<file path="src/rtl/codec_i2c_sched.sv">
// rtl/codec_i2c_sched.sv - two-requester scheduler for the codec's I2C write master
module codec_i2c_sched #(
  parameter int         CLK_Freq      = 24000000,
  parameter int         I2C_Freq      = 20000,
  parameter logic [7:0] SLAVE_ADDR    = 8'h34,
  parameter int         MAX_RETRY     = 3,
  parameter int         TIMEOUT_TICKS = 64
) (
  input  logic        iCLK,
  input  logic        iRST_N,
  input  logic        iREQ0_VALID,
  input  logic [15:0] iREQ0_DATA,
  output logic        oREQ0_READY,
  output logic        oREQ0_DONE,
  output logic        oREQ0_ERR,
  input  logic        iREQ1_VALID,
  input  logic [15:0] iREQ1_DATA,
  output logic        oREQ1_READY,
  output logic        oREQ1_DONE,
  output logic        oREQ1_ERR,
  output logic        oCTRL_TICK,
  output logic [23:0] oI2C_DATA,
  output logic        oI2C_GO,
  input  logic        iI2C_END,
  input  logic        iI2C_ACK,
  output logic        oBUSY
);

  localparam int         DIV       = CLK_Freq / (2 * I2C_Freq);
  localparam logic [15:0] DIV_LAST = 16'(DIV - 1);
  localparam logic [15:0] DIV_PRE  = 16'(DIV - 2);
  localparam logic [2:0]  RETRY_MAX = 3'(MAX_RETRY);
  localparam logic [7:0]  TC_LIMIT  = 8'(TIMEOUT_TICKS);

  typedef enum logic [2:0] {
    S_IDLE,
    S_ARM,
    S_WAIT,
    S_GAP_RETRY,
    S_GAP
  } stateType;

  stateType    state, stateNext;
  logic [15:0] divCnt;
  logic        tickReg;
  logic        go, goNext;
  logic [2:0]  rc, rcNext;
  logic [7:0]  tc, tcNext, tcInc;
  logic        last, lastNext;
  logic        owner, ownerNext;
  logic        grantIdx;
  logic [23:0] dataReg, dataNext;
  logic        rdy0, rdy1, rdy0Next, rdy1Next;
  logic        done0, done1, done0Next, done1Next;
  logic        err0, err1, err0Next, err1Next;
  logic        busy, busyNext;

  assign tcInc = tc + 8'd1;

  // Free-running divider; the tick is registered one count early so it lines up with divCnt==DIV-1
  always_ff @(posedge iCLK or negedge iRST_N) begin
    if (!iRST_N) begin
      divCnt  <= 16'd0;
      tickReg <= 1'b0;
    end else begin
      divCnt  <= (divCnt == DIV_LAST) ? 16'd0 : divCnt + 16'd1;
      tickReg <= (divCnt == DIV_PRE);
    end
  end

  // State and registered outputs; reset aborts any attempt without reporting it
  always_ff @(posedge iCLK or negedge iRST_N) begin
    if (!iRST_N) begin
      state   <= S_IDLE;
      go      <= 1'b0;
      rc      <= 3'd0;
      tc      <= 8'd0;
      last    <= 1'b1;
      owner   <= 1'b0;
      dataReg <= 24'h0;
      rdy0    <= 1'b0;
      rdy1    <= 1'b0;
      done0   <= 1'b0;
      done1   <= 1'b0;
      err0    <= 1'b0;
      err1    <= 1'b0;
      busy    <= 1'b0;
    end else begin
      state   <= stateNext;
      go      <= goNext;
      rc      <= rcNext;
      tc      <= tcNext;
      last    <= lastNext;
      owner   <= ownerNext;
      dataReg <= dataNext;
      rdy0    <= rdy0Next;
      rdy1    <= rdy1Next;
      done0   <= done0Next;
      done1   <= done1Next;
      err0    <= err0Next;
      err1    <= err1Next;
      busy    <= busyNext;
    end
  end

  // Round-robin grant, attempt sequencing and retry/timeout decisions
  always_comb begin
    stateNext = state;
    goNext    = go;
    rcNext    = rc;
    tcNext    = tc;
    lastNext  = last;
    ownerNext = owner;
    dataNext  = dataReg;
    rdy0Next  = 1'b0;
    rdy1Next  = 1'b0;
    done0Next = 1'b0;
    done1Next = 1'b0;
    err0Next  = 1'b0;
    err1Next  = 1'b0;
    // On a tie the requester that was not served last wins
    grantIdx  = (iREQ0_VALID && iREQ1_VALID) ? ~last : iREQ1_VALID;

    case (state)
      S_IDLE: begin
        if (iREQ0_VALID || iREQ1_VALID) begin
          ownerNext = grantIdx;
          lastNext  = grantIdx;
          dataNext  = {SLAVE_ADDR, (grantIdx ? iREQ1_DATA : iREQ0_DATA)};
          rdy0Next  = ~grantIdx;
          rdy1Next  = grantIdx;
          rcNext    = 3'd0;
          tcNext    = 8'd0;
          stateNext = S_ARM;
        end
      end
      S_ARM: begin
        if (tickReg) begin
          goNext    = 1'b1;
          tcNext    = 8'd0;
          stateNext = S_WAIT;
        end
      end
      S_WAIT: begin
        if (tickReg) begin
          tcNext = tcInc;
          if (iI2C_END && !iI2C_ACK) begin
            goNext    = 1'b0;
            done0Next = ~owner;
            done1Next = owner;
            stateNext = S_GAP;
          end else if ((iI2C_END && iI2C_ACK) || (tcInc == TC_LIMIT)) begin
            goNext = 1'b0;
            if (rc < RETRY_MAX) begin
              rcNext    = rc + 3'd1;
              stateNext = S_GAP_RETRY;
            end else begin
              err0Next  = ~owner;
              err1Next  = owner;
              stateNext = S_GAP;
            end
          end
        end
      end
      S_GAP_RETRY: begin
        if (tickReg) begin
          stateNext = S_ARM;
        end
      end
      S_GAP: begin
        if (tickReg) begin
          stateNext = S_IDLE;
        end
      end
      default: begin
        goNext    = 1'b0;
        stateNext = S_IDLE;
      end
    endcase

    busyNext = (stateNext != S_IDLE);
  end

  assign oCTRL_TICK  = tickReg;
  assign oI2C_GO     = go;
  assign oI2C_DATA   = dataReg;
  assign oREQ0_READY = rdy0;
  assign oREQ1_READY = rdy1;
  assign oREQ0_DONE  = done0;
  assign oREQ1_DONE  = done1;
  assign oREQ0_ERR   = err0;
  assign oREQ1_ERR   = err1;
  assign oBUSY       = busy;

endmodule

</file>
<file path="config.mk">
export PLATFORM = sky130hd
export DESIGN_NAME = codec_i2c_sched
export DESIGN_NICKNAME = d
export VERILOG_FILES = /design/src/rtl/codec_i2c_sched.sv
export SDC_FILE = /design/constraint.sdc
export NUM_CORES = 1
export LEC_CHECK = 0
export ABC_AREA = 1
export CAP_MARGIN = 10
export CELL_PAD_IN_SITES_DETAIL_PLACEMENT = 0
export CELL_PAD_IN_SITES_GLOBAL_PLACEMENT = 2
export CORE_ASPECT_RATIO = 1.75
export CORE_MARGIN = 1.5
export CORE_UTILIZATION = 36
export DETAILED_ROUTE_END_ITERATION = 10
export DONT_BUFFER_PORTS = 1
export HOLD_SLACK_MARGIN = 0.05
export PLACE_DENSITY = 0.79
export SLEW_MARGIN = 10
export SYNTH_ARGS = -nofsm -noshare
export SYNTH_HDL_FRONTEND = slang
export SYNTH_SLANG_ARGS = --single-unit
</file>
<file path="constraint.sdc">
create_clock -name iCLK -period 2.21 [get_ports iCLK]
set_input_delay 0.5525 -clock iCLK [delete_from_list [all_inputs] [get_ports iCLK]]
set_output_delay 0.5525 -clock iCLK [all_outputs]
set_load 0.05 [all_outputs]
</file>
==> results of run 1 <==
[worst min path at each step]
stage | endpoint | slack [ns] | from | depth (start not counted)
detailed placement | tc[5]$_DFFE_PN0P_ | 0.26 | iRST_N | 0
CTS | last$_DFFE_PN1P_ | 0.06 | iRST_N | 0
global route | last$_DFFE_PN1P_ | 0.06 | iRST_N | 0
finish | last$_DFFE_PN1P_ | 0.06 | iRST_N | 0
global placement | tc[5]$_DFFE_PN0P_ | 0.26 | iRST_N | 0
floorplan | divCnt[0]$_DFF_PN0_ | 0.26 | iRST_N | 0
[area by class of cell]
cell class                 count  area share (%)
sequential                    58            44.0
multi-input combinational    231            35.2
clock buffer                  11            7.35
inverter                      46            5.23
tap                           90            3.41
timing repair buffer           8            2.43
clock inverter                 5            2.35
[synth_stat cells, types with 2 or more instances]
cell      count
nand4_1       8
o21ai_0      30
inv_2         2
nor2_2        4
buf_6         2
nor2_1       38
o22ai_1       3
nor4_1        4
xor2_1        4
xnor2_1       4
nand3_1      24
nand2_2       3
dfrtp_1      57
buf_4         7
ha_1          4
inv_1        44
nand3_2       2
o21ai_1       2
clkbuf_1      4
nor3_4        2
nor3b_1       2
a21oi_1       6
nor3_1        7
nand2_1      74
[logic make-up after synthesis]
group,synth area share [%]
AO/OA/AOI/OAI,7.83
AND/OR/NAND/NOR,27.7
XOR/XNOR,2.44
other,0.130
buffers and inverters,9.62
flip-flops,50.5
adder cells (fa/ha/maj),1.74
[placed cells by master, fill, tap and decap left out, types with 2 or more instances in the layout]
| cell type | netlist | layout |
|---|---|---|
| nand2_1 | 74 | 74 |
| dfrtp_1 | 57 | 57 |
| inv_1 | 44 | 44 |
| nor2_1 | 38 | 38 |
| o21ai_0 | 30 | 30 |
| nand3_1 | 24 | 24 |
| clkbuf_16 | 0 | 9 |
| nand4_1 | 8 | 8 |
| nor3_1 | 7 | 7 |
| buf_4 | 7 | 7 |
| a21oi_1 | 6 | 6 |
| conb_1 | 1 | 5 |
| nor2_2 | 4 | 4 |
| xnor2_1 | 4 | 4 |
| nor4_1 | 4 | 4 |
| xor2_1 | 4 | 4 |
| nand2_2 | 3 | 3 |
| o22ai_1 | 3 | 3 |
| ha_1 | 4 | 3 |
| nand3_2 | 2 | 2 |
| o21ai_1 | 2 | 2 |
| nor3_4 | 2 | 2 |
| inv_2 | 2 | 2 |
| nor3b_1 | 2 | 2 |
| bufinv_16 | 0 | 2 |
| clkinv_2 | 0 | 2 |
[power groups by stage]
stage               Combinational (mW)  Sequential [mW]  Clock, mW
CTS                              0.239             1.61       1.52
finish                           0.233             1.61       1.49
global route                     0.272             1.62       1.58
detailed placement               0.212             1.63          0
global placement                 0.205             1.63          0
floorplan                        0.177             1.59          0
[per-layer routing]
layer  share of wire [%]  vias to the layer above  track usage, %
met3                 3.2                       11            2.91
met2                  56                       43            32.1
met1                  39                     1062            19.3
met5                   0                        -               0
met4                 2.1                        0            9.32
li1                    -                     1115               -
[through the flow]
step / hold WS, ns / std cells / utilization, %
floorplan: 0.257 / 349 / -
global placement: 0.259 / 432 / 37.6
detailed placement: 0.259 / 432 / 37.6
CTS: 0.0562 / 449 / 42.0
global route: 0.0564 / 449 / 42.0
finish: 0.0650 / 449 / 42.0
[state kept, by name, summed over array words and instances, names as in the netlist, 3 cells and up]
register / count
oI2C_DATA: 17
rc: 3
divCnt: 16
state: 3
tc: 8
[worst register-to-register path, stage by stage (launching register included)]
cell and delay, ns:
dfrtp_1 0.46, ha_2 0.26, nand3_2 0.10, o21ai_1 0.14, nand2_1 0.08, nor2_1 0.11, nand2_1 0.08, nand2_2 0.10
nand2_2 0.10, nand2_2 0.08, nand2_1 0.05, nand2_1 0.06, nand2_1 0.05, nor2_2 0.10, nand2_1 0.05
[timing repair]
item | 4_1_cts | 5_1_grt
gates resized for setup | 0 | 1
endpoints found under the hold margin | 57 | 0
setup endpoints to repair | 0 | 2
hold buffers | 1 | 0
==> out/qor.csv, run 1 <==
stage,metric,value,unit
synthesis,synthDominantCellAreaShare,49.6,%
worst_setup_path,path_buf_inv,0,
placement,hpwlAfterDp,5.06,mm
global_route,grt_first_pass_wirelength,11.4,mm
cts,cts_htree_levels,3,
die,die_h,121,µm
placement,io_buffers,0,
synthesis,synth-edff-count,0,
synthesis,synthesis.area,0.00288,mm²
detailed_routing,ant_nets,0,
power_and_ir_drop,leakage,1.56,nW
worst_setup_path,cp-end-kind,flip-flop,
worst_setup_path,cp_top_family,simple AND/OR/NAND/NOR gates,
die,row_count,43,
sta,fin_crit_sh,87.1,%
power_and_ir_drop,power_density,1010,mW/mm²
sta,period_needed,1.92,ns
synthesis,synth_area_leaders,"dfrtp_1 (50%), nand2_1 (9.7%), inv_1 (5.7%), o21ai_0 (5.2%), nor2_1 (5.0%)",
die,start_util,36.6,%
worst_setup_path,critPathCapture,oBUSY$_DFF_PN0_,
detailed_routing,finalWirelength,6.91,mm
worst_setup_path,crit_path_top_delay_cell,dfrtp_1,
worst_setup_path,start_kind,flip-flop,
final_layout,fillers,807,
cts,cts.sinks,58,
detailed_routing,routedWlPerCell,15.4,µm
final_layout,nets,396,
global_route,grt.overflow.total,0,
worst_setup_path,cp_max_fo,7,
final_layout,area_growth,14.8,%
placement,place_area,0.00295,mm²
global_route,grtUsageTotal,17.7,%
power_and_ir_drop,intPower,2.27,mW
cts,cts_setup_buffers,0,
worst_setup_path,rrSetupSlack,0.29,ns
cts,cts-root-buf,clkbuf_16,
placement,preCtsSetupSlack,0.281,ns
final_layout,drive_above_1_share,11.1,%
power_and_ir_drop,clkPwrFrac,44.7,%
cts,clkLatencyLatePin,0.33,ns
synthesis,ys_types,32,
power_and_ir_drop,p_sw,1.06,mW
sta,hold_viol,0,
power_and_ir_drop,seqPwrFrac,48.3,%
global_route,antenna_found_initial,0,
power_and_ir_drop,power.total,3.33,mW
sta,setup_ws,0.286,ns
sta,rsz0062_at_grt,false,
detailed_routing,via_per_inst,4.97,
sta,slew_violations,0,
cts,clockBufferDepth,2,
worst_setup_path,r2r-end,oBUSY$_DFF_PN0_,
worst_setup_path,arrival,2.14,ns
worst_setup_path,crit_path_cell_trace,"ha_2, nand3_2, o21ai_1, nand2_1, nor2_1, nand2_1, nand2_2, nand2_2, nand2_2, nand2_1, nand2_1, nand2_1, nor2_2, nand2_1",
cts,clkTransAtPathRegs,0.05,ns
synthesis,ys_seq_elements,58,
power_and_ir_drop,ir_drop,656,µV
synthesis,syn_area_per_cell,8.33,µm²
worst_setup_path,worst-r2r-cell-count,14,
detailed_routing,drt_iter0_drc,117,
detailed_routing,vias,2231,
sta,clock-skew-final,0.00553,ns
global_route,grt_pass1_vias,2329,
sta,worst_slew_pin_slew,0.545,ns
worst_setup_path,path_class,reg -> reg,
worst_setup_path,reg2reg_from,tc[0]$_DFFE_PN0P_,
worst_setup_path,cp-startpoint,tc[0]$_DFFE_PN0P_,
outcome,outcome,completed,
final_layout,multi_input_area,0.00116,mm²
worst_setup_path,cp.required,2.43,ns
synthesis,yosysWarnings,0,
final_layout,diodes,0,
worst_setup_path,cp_slowest_stage_delay,0.46,ns
worst_setup_path,path_depth,14,
synthesis,synth-main-ff-cell,dfrtp_1,
worst_hold_path,hp-class,in -> async,
cts,cts_made_buffers,9,
die,core_area,0.00786,mm²
power_and_ir_drop,combPwrFrac,7.0,%
global_route,grt_max_degree,58,
placement,finalWeightedCongestion,0.772,
synthesis,yosys.area.top_type,dfrtp_1,
cts,cts_tree,built,
sta,relSlewSlack,63.4,%
die,die-area,0.00855,mm²
final_layout,register_area,0.00145,mm²
die,fp.dieW,70.6,µm
synthesis,seq_area_frac_synth,50.5,%
worst_setup_path,cpMostUsedCell,nand2_1,
synthesis,postSynthCellCount,345,
sta,setup-tns-final,0,ns
final_layout,final_area,0.00330,mm²
synthesis,ys_async_sr_fraction,100,%
die,io_pins,71,
detailed_routing,dr.pass1.iters,4,
run,drv_cap,0,
detailed_routing,drc_errors,0,
sta,finalSetupViolCount,0,
power_and_ir_drop,switching_share,31.9,%
sta,fmax,520,MHz
Power figures use the tool's default switching activity.
==> inputs of run 2 (changes only) <==
--- a/config.mk
+++ b/config.mk
@@ -6,7 +6,7 @@
 export NUM_CORES = 1
 export LEC_CHECK = 0
 export ABC_AREA = 1
-export CAP_MARGIN = 10
+export CAP_MARGIN = 20
 export CELL_PAD_IN_SITES_DETAIL_PLACEMENT = 0
 export CELL_PAD_IN_SITES_GLOBAL_PLACEMENT = 2
 export CORE_ASPECT_RATIO = 1.75
@@ -15,6 +15,7 @@
 export DETAILED_ROUTE_END_ITERATION = 10
 export DONT_BUFFER_PORTS = 1
 export HOLD_SLACK_MARGIN = 0.05
+export MAX_ROUTING_LAYER = met4
 export PLACE_DENSITY = 0.79
 export SLEW_MARGIN = 10
 export SYNTH_ARGS = -nofsm -noshare
==> run 2 against run 1 <==
- setup slack gained 0.0012 ns
- power is essentially flat
- first-iteration DRC count is 4.3% higher
- via count is 0.18% higher
- cell area unchanged
- largest power group unchanged
- highest routed layer unchanged
==> out/qor.csv, run 2 (synthesis results as in run 1) <==
stage,metric,value,unit,change
outcome,outcome,completed,,
global_route,grt.overflow.total,0,,unchanged
sta,slew_violations,0,,unchanged
die,core_area,0.00786,mm²,unchanged
worst_setup_path,cp.required,2.42,ns,about the same
sta,rsz0062_at_grt,false,,
worst_setup_path,cpMostUsedCell,nand2_1,,
detailed_routing,dr.pass1.iters,4,,unchanged
worst_setup_path,arrival,2.14,ns,about the same
cts,clkTransAtPathRegs,0.05,ns,about the same
power_and_ir_drop,combPwrFrac,7.0,%,about the same
worst_setup_path,start_kind,flip-flop,,
die,die-area,0.00855,mm²,unchanged
final_layout,final_cell_mix,"nand2_1 (74), dfrtp_1 (57), inv_1 (44), nor2_1 (38), o21ai_0 (30)",,
detailed_routing,drt_iter0_drc,122,,+4.3%
placement,preCtsSetupSlack,0.281,ns,unchanged
cts,cts_setup_buffers,0,,unchanged
sta,period_needed,1.92,ns,-0.00123 ns
global_route,antenna_found_initial,0,,unchanged
cts,clockBufferDepth,2,,unchanged
sta,hold_viol,0,,unchanged
cts,cts_made_buffers,9,,unchanged
detailed_routing,via_per_inst,4.98,,+0.18%
worst_setup_path,cp-end-kind,flip-flop,,
worst_hold_path,hp-class,in -> async,,
global_route,grtUsageTotal,18.2,%,+0.50 points
detailed_routing,finalWirelength,6.91,mm,about the same
cts,clkLatencyLatePin,0.33,ns,about the same
sta,clock-skew-final,0.00525,ns,-0.000284 ns
power_and_ir_drop,ir_drop,657,µV,about the same
worst_setup_path,crit_path_cell_trace,"ha_2, nand3_2, o21ai_1, nand2_1, nor2_1, nand2_1, nand2_2, nand2_2, nand2_2, nand2_1, nand2_1, nand2_1, nor2_2, nand2_1",,
final_layout,instances_no_fill,449,,unchanged
power_and_ir_drop,intPower,2.27,mW,about the same
global_route,grt_pass1_vias,2331,,+0.086%
power_and_ir_drop,seqPwrFrac,48.4,%,about the same
power_and_ir_drop,power_density,1010,mW/mm²,about the same
die,die_h,121,µm,unchanged
run,drv_cap,0,,unchanged
final_layout,largest_reg_flops,17,,unchanged
die,start_util,36.6,%,unchanged
cts,cts-root-buf,clkbuf_16,,
worst_setup_path,cp_max_fo,7,,unchanged
final_layout,final_common_cell,nand2_1,,
power_and_ir_drop,power.total,3.33,mW,about the same
die,io_pins,71,,unchanged
final_layout,nets,396,,unchanged
final_layout,drive_above_1_share,11.1,%,unchanged
final_layout,diodes,0,,unchanged
placement,hpwlAfterDp,5.06,mm,unchanged
final_layout,area_growth,14.8,%,unchanged
global_route,grt_max_degree,58,,unchanged
sta,worst_slew_pin_slew,0.560,ns,+0.0152 ns
detailed_routing,drc_errors,0,,unchanged
detailed_routing,ant_nets,0,,unchanged
worst_setup_path,cp_slowest_stage_delay,0.46,ns,about the same
power_and_ir_drop,clkPwrFrac,44.6,%,about the same
detailed_routing,routedWlPerCell,15.4,µm,about the same
die,row_count,43,,unchanged
placement,io_buffers,0,,unchanged
sta,setup-tns-final,0,ns,unchanged
cts,cts_htree_levels,3,,unchanged
cts,cts_tree,built,,
power_and_ir_drop,switching_share,31.9,%,-0.059 points
power_and_ir_drop,p_sw,1.06,mW,-0.27%
worst_setup_path,crit_path_top_delay_cell,dfrtp_1,,
sta,setup_ws,0.287,ns,+0.00123 ns
sta,fmax,520,MHz,about the same
final_layout,fin_util,42.0,%,unchanged
sta,fin_crit_sh,87.0,%,about the same
cts,cts.sinks,58,,unchanged
power_and_ir_drop,leakage,1.56,nW,unchanged
sta,finalSetupViolCount,0,,unchanged
placement,placed_cells,432,,unchanged
sta,relSlewSlack,62.5,%,-0.88 points
worst_setup_path,rrSetupSlack,0.29,ns,about the same
die,fp.dieW,70.6,µm,unchanged
placement,finalWeightedCongestion,0.782,,+1.3%
global_route,grt_first_pass_wirelength,11.4,mm,unchanged
worst_setup_path,path_class,reg -> reg,,
detailed_routing,vias,2235,,+0.18%
==> run 2: area by class of cell <==
class,count,area [µm²]
multi-input combinational,231,1160
timing repair buffer,8,80.1
inverter,46,173
sequential,58,1450
clock buffer,11,243
fill,807,4550
tap,90,113
clock inverter,5,77.6
==> run 2: critical path: cells and delay by family, from the launching register on <==
| kind | cells | cell delay, ns |
|---|---|---|
| and+or+nand+nor | 12 | 0.95 |
| DFF | 1 | 0.46 |
| AOI/OAI and AO/OA | 1 | 0.14 |
| adders and majority gates | 1 | 0.26 |
==> run 2: final timing paths <==
kind | start | depth (start not counted) | end
max | tc[0]$_DFFE_PN0P_ | 14 | oBUSY$_DFF_PN0_
min | iRST_N | 0 | last$_DFFE_PN1P_
max reg2reg | tc[0]$_DFFE_PN0P_ | 14 | oBUSY$_DFF_PN0_
min reg2reg | owner$_DFFE_PN0P_ | 1 | oREQ0_DONE$_DFF_PN0_
max in group asynchronous | iRST_N | 1 | oBUSY$_DFF_PN0_
min in group iCLK | iREQ0_DATA[11] | 2 | oI2C_DATA[11]$_DFFE_PN0P_
==> run 2: metrics by stage <==
stage	cell area [µm²]	hold slack, ns
3_5_place_dp	2950	0.259
5_1_grt	3300	0.0564
3_3_place_gp	2950	0.259
4_1_cts	3300	0.0562
6_report	3300	0.0668
2_1_floorplan	2890	0.257
==> run 2: what timing repair did <==
| item | 4_1_cts | 5_1_grt |
|---|---|---|
| hold buffers | 1 | 0 |
| endpoints found under the setup margin | 0 | 2 |
| resized for setup | 0 | 1 |
| hold endpoints to repair | 57 | 0 |
==> run 2: power groups by stage <==
| stage | clock network (mW) | logic [mW] | registers [mW] |
|---|---|---|---|
| 6_report | 1.49 | 0.233 | 1.61 |
| 5_1_grt | 1.58 | 0.272 | 1.62 |
| 4_1_cts | 1.52 | 0.239 | 1.61 |
| 3_5_place_dp | 0 | 0.212 | 1.63 |
| 3_3_place_gp | 0 | 0.205 | 1.63 |
| 2_1_floorplan | 0 | 0.177 | 1.59 |
==> run 2: metal layers <==
metal  track usage [%]  up-vias  wire [µm]
li1                  -     1116          -
met1              19.5     1058       2660
met2              32.0       51       3870
met3              2.82       10        244
met4              9.32        0        140
met5                 -        -          0
